File: src/rtl/pipe_pkg.sv
// rtl/pipe_pkg.sv - shared types for the elastic pipeline register
package pipe_pkg;

  typedef enum logic [1:0] {
    EMPTY = 2'd0,
    BUSY  = 2'd1,
    FULL  = 2'd2
  } skid_state_e;

endpackage

File: src/rtl/pipe_data_reg.sv
// rtl/pipe_data_reg.sv - WIDTH-bit enable register, synchronous clear to 0
module pipe_data_reg #(
  parameter int WIDTH = 219
) (
  input  logic             clk,
  input  logic             reset,
  input  logic             en,
  input  logic [WIDTH-1:0] d,
  output logic [WIDTH-1:0] q
);

  always_ff @(posedge clk) begin
    if (reset) begin
      q <= '0;
    end else if (en) begin
      q <= d;
    end
  end

endmodule

File: src/rtl/pipe_skid_reg.sv
// rtl/pipe_skid_reg.sv - one-stage elastic register with skid buffer, flush and occupancy
module pipe_skid_reg
  import pipe_pkg::*;
#(
  parameter int WIDTH = 219
) (
  input  logic             clk,
  input  logic             reset,
  input  logic             flush,
  input  logic             in_valid,
  output logic             in_ready,
  input  logic [WIDTH-1:0] in_data,
  output logic             out_valid,
  input  logic             out_ready,
  output logic [WIDTH-1:0] out_data,
  output logic [1:0]       count
);

  skid_state_e      state;
  skid_state_e      state_next;
  logic             in_fire;
  logic             out_fire;
  logic             main_en;
  logic             skid_en;
  logic [WIDTH-1:0] main_d;
  logic [WIDTH-1:0] skid_q;

  always_ff @(posedge clk) begin
    if (reset) begin
      state <= EMPTY;
    end else begin
      state <= state_next;
    end
  end

  // in_ready is built from registered state and flush only, never out_ready.
  always_comb begin
    in_ready   = (state != FULL) && !flush;
    out_valid  = (state != EMPTY);
    in_fire    = in_valid && in_ready;
    out_fire   = out_valid && out_ready;
    state_next = state;
    main_en    = 1'b0;
    skid_en    = 1'b0;
    main_d     = in_data;
    count      = 2'd0;

    case (state)
      EMPTY: begin
        if (in_fire) begin
          main_en    = 1'b1;
          state_next = BUSY;
        end
      end
      BUSY: begin
        count = 2'd1;
        if (in_fire && out_fire) begin
          main_en = 1'b1;
        end else if (in_fire) begin
          skid_en    = 1'b1;
          state_next = FULL;
        end else if (out_fire) begin
          state_next = EMPTY;
        end
      end
      FULL: begin
        count = 2'd2;
        if (out_fire) begin
          main_en    = 1'b1;
          main_d     = skid_q;
          state_next = BUSY;
        end
      end
      default: begin
        state_next = EMPTY;
      end
    endcase

    // Flush drops the valid bits only; the data registers keep their contents.
    if (flush) begin
      state_next = EMPTY;
      main_en    = 1'b0;
      skid_en    = 1'b0;
    end
  end

  pipe_data_reg #(.WIDTH(WIDTH)) u_main (
    .clk   (clk),
    .reset (reset),
    .en    (main_en),
    .d     (main_d),
    .q     (out_data)
  );

  pipe_data_reg #(.WIDTH(WIDTH)) u_skid (
    .clk   (clk),
    .reset (reset),
    .en    (skid_en),
    .d     (in_data),
    .q     (skid_q)
  );

endmodule

File: config.mk
export PLATFORM = sky130hd
export DESIGN_NAME = pipe_skid_reg
export DESIGN_NICKNAME = d
export VERILOG_FILES = /design/src/rtl/pipe_pkg.sv /design/src/rtl/pipe_data_reg.sv /design/src/rtl/pipe_skid_reg.sv
export SDC_FILE = /design/constraint.sdc
export NUM_CORES = 1
export LEC_CHECK = 0
export ABC_AREA = 1
export CAP_MARGIN = 20
export CORE_ASPECT_RATIO = 0.75
export CORE_MARGIN = 2
export CORE_UTILIZATION = 30
export CTS_CLUSTER_DIAMETER = 60
export DETAILED_ROUTE_END_ITERATION = 10
export DONT_BUFFER_PORTS = 1
export PLACE_DENSITY = 0.51
export REMOVE_ABC_BUFFERS = 1
export SETUP_SLACK_MARGIN = 0.2
export SLEW_MARGIN = 15
export SYNTH_ARGS = -nofsm -noshare
export SYNTH_HDL_FRONTEND = slang
export SYNTH_SLANG_ARGS = --single-unit
export TNS_END_PERCENT = 10
File: constraint.sdc
create_clock -name clk -period 2.8 [get_ports clk]
set_clock_uncertainty 0.05 [all_clocks]
set_input_delay 0.42 -clock clk [delete_from_list [all_inputs] [get_ports clk]]
set_output_delay 0.42 -clock clk [all_outputs]
set_load 0.02 [all_outputs]
# Word-level counts from Yosys, hierarchy flattened
# Cells that the tools add are included.
[op_classes]
n_eq_ne = 7
muxes = 17
reduce_logical = 9
[op_table]
columns = ["op", "count"]
rows = [
  ["$mux W219", 2],
  ["$mux W2", 5],
  ["$ne A2 B2 Y1 const B", 4],
  ["$mux W1", 7],
  ["$pmux W2 S3", 1],
  ["$logic_and A1 B1 Y1", 4],
  ["$pmux W2 S2", 1],
  ["$reduce_and A4 Y1", 1],
  ["$ne A3 B3 Y1 const B", 1],
  ["$pmux W1 S3", 1],
  ["$eq A2 B1 Y1 const B", 1],
  ["$eq A2 B2 Y1 const B", 1],
  ["$logic_not A2 Y1", 1],
  ["$reduce_bool A2 Y1", 1],
  ["$reduce_or A2 Y1", 1],
  ["$logic_not A1 Y1", 1],
]
[totals]
input_bits = 224
reg_bits = 440

# Depth between registers and ports, before layout
[logic_depth]
word_depth = 7
depth_mapped = 10
mapped_depth_nobuf = 8

# Hierarchy
# A second synthesis with hierarchy kept.
[hier_totals]
hier_cells = 3511
area_unflattened_um2 = 21016.4
[by_module_without_submodules]
columns = ["module", "instances", "area_per_inst_um2", "cells_per_inst"]
rows = [
  ["pipe_data_reg", 2, 9066.2, 1388],
  ["pipe_skid_reg", 1, 2884.0, 735],
]

# Least setup slack after synthesis
# Ideal clock, no wire load.
[synth_timing]
path_type = "register -> output"
from = "register state[1]"
to = "output in_ready"
arrival_time_ns = 1.142
path_slack_ns = 1.188
path_stages_with_launch = 5
path_cell_list = "dfxtp_1 -> nand2_2 -> inv_2 -> clkbuf_1 -> nor2_1"
[synth_between]
elab_chain_len = 2
[synth_lines]
columns = ["item", "line_no", "text"]
rows = [
  ["start, declared", "pipe_skid_reg.sv:19", "skid_state_e state;"],
  ["start signal, assigned", "pipe_skid_reg.sv:32", "state <= state_next;"],
  ["$ne A2 B2 Y1", "pipe_skid_reg.sv:38", "in_ready = (state != FULL) && !flush;"],
  ["$logic_and A1 B1 Y1", "pipe_skid_reg.sv:38", ""],
  ["end, declared", "pipe_skid_reg.sv:11", "output logic in_ready,"],
]
# No other way between the ends.

# Final worst setup path
[layout_timing]
from = "register state[0]"
to = "output in_ready"
# The elaborated chain is that of the path after synthesis.

==> impl_metrics.env <==
export IMPL_status="complete, no violations"
export IMPL_stdcell_area_sq_um=24100
export IMPL_worst_path_max_fanout=90
export IMPL_synth_top_family_by_area="simple AND/OR/NAND/NOR gates"
export IMPL_swShare_pct=25.8
export IMPL_switchingPower_mw=3.76
export IMPL_numCtsBuffers=50
export IMPL_p_comb_share_pct=7.6
export IMPL_synth_area_leader_cell="dfxtp_1"
export IMPL_finalCriticalPeriod_ns=2.32
export IMPL_path_clk_slew_ns=0.06
export IMPL_clock_fmax_mhz=431
export IMPL_die_w_um=301
export IMPL_num_vias=18400
export IMPL_finalPower_mw=14.6
export IMPL_drc=0
export IMPL_ctsHtreeMaxLevel=2
export IMPL_core_rowCount=81
export IMPL_max_stage_delay_ns=0.38
export IMPL_post_drt_wl_per_cell_um=15.1
export IMPL_clock_latency_ns=0.57
export IMPL_drt_first_pass_iters=5
export IMPL_ys_flop_type="dfxtp_1"
export IMPL_peakVddDrop_v=0.000422
export IMPL_synthXorXnorAreaFrac_pct=0
export IMPL_p_int_mw=10.8
export IMPL_grt_pass1_wl_um=97100
export IMPL_dp_hpwl_um=35500
export IMPL_grt_ovfl_total=0
export IMPL_worstMarginPinSlew_ns=0.858
export IMPL_cts_root_buf="clkbuf_16"
export IMPL_synth_top_area_share_pct=44.3
export IMPL_nNetsFinal=3419
export IMPL_yosysSeqAreaShare_pct=44.3
export IMPL_synthSimpleGateAreaFrac_pct=39.1
export IMPL_core_area_sq_um=65400
export IMPL_synth_mux_area_share_pct=0
export IMPL_initial_core_util_pct=30.4
export IMPL_numPortBuffers=0
export IMPL_synth_fa_ha_area_share_pct=0
export IMPL_syn_instance_count=3094
export IMPL_synth_compound_area_share_pct=5.62
export IMPL_cp_cell_sequence="inv_2, nand2_2, clkinv_4, buf_12, nor2_1"
export IMPL_regToRegStartpoint="state[1]"
export IMPL_grt_total_usage_pct=17.3
export IMPL_syn_to_final_growth_pct=21.3
export IMPL_seqPwrFrac_pct=47.1
export IMPL_nFillCells=7083
export IMPL_endpoint_kind="output port"
export IMPL_period_share_pct=82.8
export IMPL_worstHoldPathCells=4
export IMPL_drv_slew=0
export IMPL_drtIter0Drc=1408
export IMPL_r2r_end="u_skid.q[191]"
export IMPL_cts_sinks=440
export IMPL_synth_distinct_cells=21
export IMPL_start_kind="register"
export IMPL_finalHoldViolations=0
export IMPL_worst_hold_path_type="primary input to register"
export IMPL_syn_area_sq_um=19900
export IMPL_gp_congestion=0.789
export IMPL_drt_wl_total_um=61800
export IMPL_required_ns=2.33
export IMPL_drv_cap=0
export IMPL_synth_edf_count=0
export IMPL_path_class="register to output port"
export IMPL_num_antenna_cells=0
export IMPL_cts_tree="done"
export IMPL_die_y_um=227
export IMPL_power_density_nw_per_um2=605
export IMPL_slowest_stage="dfxtp_1"
export IMPL_synth_area_leaders="dfxtp_1, nand2_1, nor2_1"
export IMPL_setup_violations=0
export IMPL_synth_seq_cells=440
export IMPL_worstHoldStart="in_data[124]"
export IMPL_dpl_cell_area_sq_um=20200
export IMPL_arrival_ns=1.85
export IMPL_antenna_found_initial=0
export IMPL_drive_above_1_share_pct=4.17
export IMPL_rrSetupSlack_ns=0.71
export IMPL_ys_warnings_count=0
export IMPL_grt_max_degree=225
export IMPL_p_clk_share_pct=45.4
export IMPL_ys_top_cells_by_count="nand2_1, nor2_1, dfxtp_1"
export IMPL_dieArea_sq_um=68300
export IMPL_maxSlewHeadroom_pct=42.8
export IMPL_syn_area_per_cell_sq_um=6.42
export IMPL_ctsResizeCount=0
export IMPL_hold_path_end="u_main.q[124]"
export IMPL_ys_async_sr_fraction_pct=0
export IMPL_io_pins=447
export IMPL_avgViaCountPerCell=4.49
export IMPL_reg2reg_depth=8
export IMPL_ant_nets=0
export IMPL_rsz0062_at_grt="no"
export IMPL_clk_path_buf_depth=3
export IMPL_synth_most_common_cell="nand2_1"
export IMPL_leakagePower_nw=12.1
export IMPL_crit_start="state[0]"
export IMPL_grt_pass1_vias=16800
-- sequential cells by signal, summed over array words and instances, names as in the netlist --
register / count
state: 2
u_main.q: 219
u_skid.q: 219
-- kinds of logic (layout without fill, tap and decap cells) --
family | Yosys count | after routing
and+or+nand+nor | 1989 | 1989
buffers and inverters | 443 | 586
DFF | 440 | 440
AOI/OAI and AO/OA | 222 | 222
-- layout make-up --
class | count | area, sq um | share of cell area, %
tap | 871 | 1090 | 4.52
multi-input combinational | 2211 | 8900 | 36.9
clock inverter | 14 | 115 | 0.477
clock buffer | 80 | 1540 | 6.38
sequential | 440 | 8810 | 36.5
inverter | 226 | 868 | 3.60
timing repair buffer | 266 | 2790 | 11.6
-- metal layers --
layer / GRT usage (%) / part of all wire [%] / up-vias
li1: - / - / 9591
met1: 24.2 / 47 / 8241
met2: 26.5 / 43 / 516
met3: 4.70 / 7.9 / 82
met4: 4.11 / 1.8 / 0
met5: 0 / 0 / -
-- power by group through the flow --
stage	sequential, mW	clock (mW)	combinational [mW]
6_report	6.86	6.62	1.11
3_5_place_dp	7.01	0	0.807
3_3_place_gp	7.01	0	0.807
5_1_grt	6.89	7.08	1.28
4_1_cts	6.87	6.82	1.12
2_1_floorplan	6.93	0	0.678
-- how the worst max path moves through the flow --
stage	to	slack, ns	depth (start not counted)
after CTS	in_ready	0.41	5
after floorplan	u_main.q[0]	-4.09	7
after global placement	u_skid.q[170]	0.85	6
after detailed placement	u_main.q[119]	0.83	7
after global routing	in_ready	0.36	5
final	in_ready	0.48	5
-- per-stage QoR --
step / instances / hold slack [ns] / worst slack, ns / setup TNS, ns / util, %
after floorplan: 2877 / 0.416 / -4.09 / -1756.33 / -
final: 4108 / 0.0356 / 0.482 / 0 / 36.9
after global routing: 4108 / 0.0141 / 0.361 / 0 / 36.9
after detailed placement: 3792 / 0.436 / 0.832 / 0 / 31.0
after CTS: 4108 / 0.000139 / 0.412 / 0 / 36.9
after global placement: 3792 / 0.436 / 0.855 / 0 / 31.0
-- placed cells by master (no fill, tap or decap), drive strengths merged --
master / instances
dfxtp: 440
nand2: 886
clkinvlp: 4
nor2: 881
nand4: 1
buf: 44
nand3: 220
o21ai: 220
clkbuf: 80
dlygate4sd3: 222
bufinv: 1
inv: 227
nor3b: 1
clkinv: 8
a211oi: 1
a21oi: 1
-- what timing repair did --
action,CTS,global route
endpoints found under the hold margin,362,0
hold buffers,222,0
buffers inserted,0,0
-- critical path, delay by kind of cell, from the launching register on --
| kind | cells | cell delay, ns |
|---|---|---|
| buffers and inverters | 3 | 0.40 |
| and+or+nand+nor | 2 | 0.48 |
| DFF | 1 | 0.38 |
(Power assumes the default switching activity.)
